$ cat config.mk
export PLATFORM = sky130hd
export DESIGN_NAME = reg_writeback_demux
export DESIGN_NICKNAME = d
export VERILOG_FILES = /design/src/rtl/reg_writeback_demux_pkg.sv /design/src/rtl/reg_writeback_demux_dec2to4.sv /design/src/rtl/reg_writeback_demux.sv
export SDC_FILE = /design/constraint.sdc
export NUM_CORES = 1
export LEC_CHECK = 0
export BUFFER_PORTS_ARGS = -buffer_cell sky130_fd_sc_hd__buf_4
export CAP_MARGIN = 20
export CELL_PAD_IN_SITES_DETAIL_PLACEMENT = 1
export CELL_PAD_IN_SITES_GLOBAL_PLACEMENT = 2
export CORE_ASPECT_RATIO = 0.8
export CORE_MARGIN = 10
export CORE_UTILIZATION = 32
export DETAILED_ROUTE_END_ITERATION = 10
export PLACE_DENSITY = 0.84
export SYNTH_ARGS = -nofsm -noshare
export SYNTH_HDL_FRONTEND = slang
export SYNTH_SLANG_ARGS = --single-unit
$ cat constraint.sdc
create_clock -name clk_i -period 1.77 [get_ports clk_i]
set_clock_uncertainty 0.2 [all_clocks]
set_input_delay 0.0885 -clock clk_i [delete_from_list [all_inputs] [get_ports clk_i]]
set_output_delay 0.0885 -clock clk_i [all_outputs]
set_load 0.01 [all_outputs]
$ cat src/rtl/reg_writeback_demux_pkg.sv
// reg_writeback_demux_pkg: shared state enum, select encodings and default bus width
package reg_writeback_demux_pkg;
  localparam int WB_WIDTH = 3;
  typedef enum logic {IDLE, COMMIT} state_e;
  typedef enum logic [1:0] {SEL_R0 = 2'b00, SEL_R1 = 2'b01, SEL_R2 = 2'b10, SEL_R3 = 2'b11} sel_e;
endpackage

$ cat src/rtl/reg_writeback_demux_dec2to4.sv
// dec2to4: 2-to-4 one-hot load-enable decoder with enable and all-ones broadcast
module dec2to4 (
  input  logic       en_i,
  input  logic       all_i,
  input  logic [1:0] sel_i,
  output logic [3:0] ld_o
);
  // one-hot on sel, all ones when broadcasting, nothing when disabled
  always_comb ld_o = !en_i ? 4'b0000 : all_i ? 4'b1111 : 4'b0001 << sel_i;
endmodule

$ cat src/rtl/reg_writeback_demux.sv
// reg_writeback_demux: commits one staged bus write into r0..r3; WB_BROADCAST_EN makes sel=11 write all four
module reg_writeback_demux
  import reg_writeback_demux_pkg::*;
#(
  parameter int WIDTH = WB_WIDTH
) (
  input  logic             clk_i,
  input  logic             rst_ni,
  input  logic             wr_valid_i,
  input  logic [1:0]       wr_sel_i,
  input  logic [WIDTH-1:0] wr_data_i,
  output logic             wr_ready_o,
  output logic             wr_done_o,
  input  logic             err_clr_i,
  output logic             err_o,
  output logic [WIDTH-1:0] r0_o,
  output logic [WIDTH-1:0] r1_o,
  output logic [WIDTH-1:0] r2_o,
  output logic [WIDTH-1:0] r3_o
);
  state_e           state_q;
  logic [1:0]       sel_q;
  logic [WIDTH-1:0] data_q;
  logic             done_q;
  logic             err_q;
  logic [WIDTH-1:0] r_q [4];
  logic [3:0]       ld;
  logic             commit, to_r3, bcast, illegal;
  assign commit = state_q == COMMIT;
  assign to_r3  = sel_q == SEL_R3;
`ifdef WB_BROADCAST_EN
  assign bcast   = commit && to_r3;
  assign illegal = 1'b0;
`else
  assign bcast   = 1'b0;
  assign illegal = commit && to_r3;
`endif
  dec2to4 u_dec (
    .en_i  (commit && !illegal),
    .all_i (bcast),
    .sel_i (sel_q),
    .ld_o  (ld)
  );
  // handshake sequencer: capture in IDLE, commit and pulse done on the following edge
  always_ff @(posedge clk_i or negedge rst_ni) begin
    if (!rst_ni) begin
      state_q <= IDLE;
      sel_q   <= '0;
      data_q  <= '0;
      done_q  <= 1'b0;
    end else begin
      done_q <= commit;
      if (commit) begin
        state_q <= IDLE;
      end else if (wr_valid_i) begin
        state_q <= COMMIT;
        sel_q   <= wr_sel_i;
        data_q  <= wr_data_i;
      end
    end
  end
  // register file: only decoded targets load, and only on the commit edge
  always_ff @(posedge clk_i or negedge rst_ni) begin
    if (!rst_ni) begin
      for (int i = 0; i < 4; i++) r_q[i] <= '0;
    end else begin
      for (int i = 0; i < 4; i++) if (ld[i]) r_q[i] <= data_q;
    end
  end
  // sticky error: an illegal commit beats a simultaneous clear
  always_ff @(posedge clk_i or negedge rst_ni) begin
    if (!rst_ni) err_q <= 1'b0;
    else         err_q <= illegal ? 1'b1 : err_clr_i ? 1'b0 : err_q;
  end
  assign wr_ready_o = state_q == IDLE;
  assign wr_done_o  = done_q;
  assign err_o      = err_q;
  assign r0_o       = r_q[0];
  assign r1_o       = r_q[1];
  assign r2_o       = r_q[2];
  assign r3_o       = r_q[3];
endmodule

After elaboration in Yosys (flattened, before gate mapping)
Index checks and enable logic that the tools add are counted.
{ "word_totals": {"register_bits": 20, "latch_bits": 0, "mem_bits_rw": 0, "rom_bits": 0, "in_bits": 9, "output_inout_bits": 15, "memories": 0} }
{ "classes": {"n_addsub": 0, "mul": 0, "div_mod_pow": 0, "magnitude_cmp": 0, "eq_ne": 1, "n_shift": 1, "muxes": 5, "bitwise_logic": 1, "reduce_logical": 5} }
{ "op_table": {"columns": ["operator", "n"], "rows": [
  ["1-bit 2-to-1 mux", 4],
  ["4-bit 2-to-1 mux", 1],
  ["1-bit by 2-bit << shifter with 4-bit output (first input constant)", 1],
  ["2-bit == test (second input constant)", 1],
  ["1-bit logical AND", 2],
  ["2-bit AND reduction", 1],
  ["2-bit nonzero test", 1],
  ["1-bit zero test", 1],
  ["1-bit inverter", 1]
]} }

Longest topological paths before layout
{ "logic_depth": {"depth_word": 5, "depth_mapped": 3, "mapped_depth_nobuf": 2} }

Cells and area by module
A second synthesis with hierarchy kept.
{ "unflattened": {"cells_unflattened": 53, "area_unflattened_um2": 804.5} }
{ "by_module_without_submodules": {"columns": ["mod", "n_inst", "cells_per_inst", "area_per_inst_um2", "seq_area_each_um2"], "rows": [
  ["reg_writeback_demux", 1, 45, 754.5, 500.5],
  ["dec2to4", 1, 8, 50.0, 0.0]
]} }

Worst setup path after synthesis
OpenSTA, ideal clock, no wires.
{ "synth_timing": {"path_kind": "reg-to-reg", "from": "reg state_q, in the netlist commit", "to": "reg data_q[0]", "setup_time_ps": 125, "arrival_ps": 991, "path_slack_ps": 454, "stages_incl_launch_ff": 4, "synth_period_minus_slack_ps": 1316, "path_cell_list": "dfrtp_1 -> nor2b_1 -> buf_6 -> mux2_2"} }
{ "synth_via": {"elab_chain_len": 2} }
{ "synth_lines": {"columns": ["item", "line", "text"], "rows": [
  ["start: declaration", "reg_writeback_demux.sv:21", "state_e state_q;"],
  ["start signal: assignment", "reg_writeback_demux.sv:47", "state_q <= IDLE;"],
  ["start signal: assignment", "reg_writeback_demux.sv:54", "state_q <= IDLE;"],
  ["start signal: assignment", "reg_writeback_demux.sv:56", "state_q <= COMMIT;"],
  ["1-bit inverter (no line)", null, null],
  ["2-bit AND reduction (no line)", null, null],
  ["end signal: assignment", "reg_writeback_demux.sv:58", "data_q <= wr_data_i;"],
  ["end: declaration", "reg_writeback_demux.sv:23", "logic [WIDTH-1:0] data_q;"]
]} }
No other way between the ends.
A chain may end at the register's enable or synchronous reset.

Worst setup path in the final report
{ "layout_timing": {"from": "reg state_q, in the netlist commit", "to": "reg r_q, in the netlist r0_o[1]"} }
{ "layout_via": {"elab_chain_len": 4} }
{ "layout_lines": {"columns": ["item", "line", "text"], "rows": [
  ["1-bit logical AND", "reg_writeback_demux.sv:36", "assign illegal = commit && to_r3;"],
  ["1-bit zero test", "reg_writeback_demux.sv:39", ".en_i (commit && !illegal),"],
  ["1-bit logical AND *", "reg_writeback_demux.sv:39", null],
  ["4-bit 2-to-1 mux *", "reg_writeback_demux_dec2to4.sv:9", "always_comb ld_o = !en_i ? 4'b0000 : all_i ? 4'b1111 : 4'b0001 << sel_i;"],
  ["end: declaration", "reg_writeback_demux.sv:26", "logic [WIDTH-1:0] r_q [4];"]
]} }
Mark *: on every way between the ends. The rest lies on a longest branch, timed or not.

==> impl_metrics.yaml <==
power:
  vdd_ir_drop_max_mv: 0.6035
  power_leakage_nw: 0.4987
  power_density_nw_per_um2: 1262
die:
  die_w_um: 73.70
  die_y_um: 62.96
  start_util_pct: 33.91
  io_pins: 24
  placementRows: 15
  dieArea_um2: 4640
  core_area_um2: 2177
clocking:
  clk_pin_slew_ns: 0.11
  cts_tree: "done"
  worstSkewPairLatency_ns: 0.30
  ctsHtreeMaxLevel: 1
  cts.sinks: 20
  cts_resized: 0
  cts_buffer_depth: 2
  numCtsBuffers: 3
  cts_root_buffer: "clkbuf_4"
drt:
  ant_nets: 0
  first_pass_iters: 1
  routed-via-count: 480
  wl_per_cell_um: 15.23
  vias_per_cell: 4.615
  drc_errors: 0
  first_iter_violations: 0
  routed_wirelength_um: 1584
worst_setup_path:
  path_max_fanout: 7
  crit_end: "r0_o[1]"
  end_kind: "register"
  critPathRequiredTime_ns: 1.77
  critPathArrivalTime_ns: 1.43
  r2r_slack_ns: 0.34
  worstReg2RegStart: "commit"
  reg2regPathDepth: 2
  path_class: "register to register"
  startpoint: "commit"
  rr_endpoint: "r0_o[1]"
  crit_path_start_kind: "register"
placed_design:
  gp_congestion: 0.6432
  hpwl_um: 1187
  io_buffers: 23
sta:
  slew_headroom_pct: 83.61
  rsz0062_at_grt: "false"
  finalSetupViolations: 0
  max_freq_mhz: 701.3
  setup_tns_ns: 0
  period_share_pct: 80.56
  timing.final.hold_violations: 0
  slew_violations: 0
  fin_crit_ns: 1.426
  worst_pin_slew_ns: 0.2458
yosys:
  async_reset_ff_share_pct: 100.0
  synth-main-ff-cell: "dfrtp_1"
  yosys.area.top_type: "dfrtp_1"
  yosys.cell_count.top_type: "dfrtp_1"
  netlist_top_cells_count: "dfrtp_1, mux2_2, clkbuf_1, inv_1, nand3b_1"
  synth-edff-count: 0
  synth_nets: 55
  syn-cell-area_um2: 738.2
  synth-seq-area-share_pct: 67.80
  syn_area_per_cell_um2: 16.05
  yosys-top-cells-area: "dfrtp_1, mux2_2, nor3b_4"
  synthCells: 46
  synth_top_area_share_pct: 67.80
  synth_seq_cells: 20
  yosys_warnings: 0
  synth_cell_types: 10
final_layout:
  fin_util_pct: 48.39
  diodes: 0
  syn_to_final_growth_pct: 42.71
  drive_gt1_share_pct: 54.43
  fin_nets: 89
worst_hold_path:
  hp-start: "r3_o[0]"
  hold_depth: 0
  hold_path.class: "register to register"
outcome:
  status: "completed"
global_routing:
  grt_pass1_vias: 503
  antenna_found_initial: 0
  grt_max_degree: 21
  grt_overflow: 0
  grt_usage_pct: 7.348
  grt_pass1_wl_um: 2642
run:
  maxCapViolCount: 0
==> sequential cells by signal (all words and copies together) (netlist names), 2 cells and up <==
signal / flops
data_q: 3
r3_o: 3
r2_o: 3
sel_q: 2
r1_o: 3
r0_o: 3
==> per-stage QoR <==
step	total power [W]	area, um2	cells	hold slack, ns	setup WS (ns)
floorplan	0.0008335	738.2	46	-0.4071	0.4544
global placement	0.001058	927.1	91	-0.2213	0.4046
detailed placement	0.001072	927.1	91	-0.2208	0.3441
CTS	0.001357	1054	104	0.1941	0.3255
global route	0.001424	1054	104	0.2077	0.2812
finish	0.001329	1054	104	0.1883	0.3441
==> final cells by class <==
type,instances,area (um2)
multi-input combinational,20,207.7
clock buffer,4,36.28
timing repair buffer,33,270.3
inverter,2,7.507
fill,221,1124
sequential,20,500.5
tap,25,31.28
==> layer usage <==
metal / track usage [%] / share of wire, % / routed length [um]
met3: 5.079 / 11 / 172
met4: 2.093 / 1.1 / 18
met5: 0 / 0 / 0
met2: 10.64 / 45 / 712
met1: 8.440 / 43 / 680
==> critical path, cell delays in order (launching register included) <==
cell and delay [ns]:
dfrtp_1 0.46, nor3b_4 0.30, mux2_2 0.36
==> worst min path at each step <==
stage | to | slack [ns]
after floorplan | commit | -0.41
after global placement | r3_o[2] | -0.22
after detailed placement | err_o | -0.22
after CTS | r3_o[2] | 0.19
after global routing | r3_o[1] | 0.21
final | r3_o[0] | 0.19
==> kinds of logic after synthesis <==
kind of cell	Yosys count	share of synthesized area (%)
mux	14	21.36
buf+inv	6	4.068
flops	20	67.80
compound gates	1	0.6773
simple gates	5	6.101
==> report_power, final <==
group	leakage [nW]	switching, W	internal, W
Combinational	0.232	0.000149	0.000250
Clock	0.0210	0.000141	0.000126
Sequential	0.246	0.0000834	0.000580
==> what timing repair did <==
action | CTS | global route
hold endpoints to repair | 27 | 0
setup buffers | 0 | 0
hold buffers | 9 | 0
==> cells in the final DEF, fill, tap and decap left out <==
| cell type | count |
|---|---|
| nor3b_4 | 1 |
| clkbuf_8 | 1 |
| mux2_2 | 14 |
| nand3b_1 | 2 |
| clkbuf_4 | 3 |
| nor2b_1 | 1 |
| buf_4 | 24 |
| dfrtp_1 | 20 |
| inv_1 | 2 |
| dlygate4sd3_1 | 9 |
| o21ai_0 | 1 |
| nand3_1 | 1 |
Power figures use the tool's default switching activity.
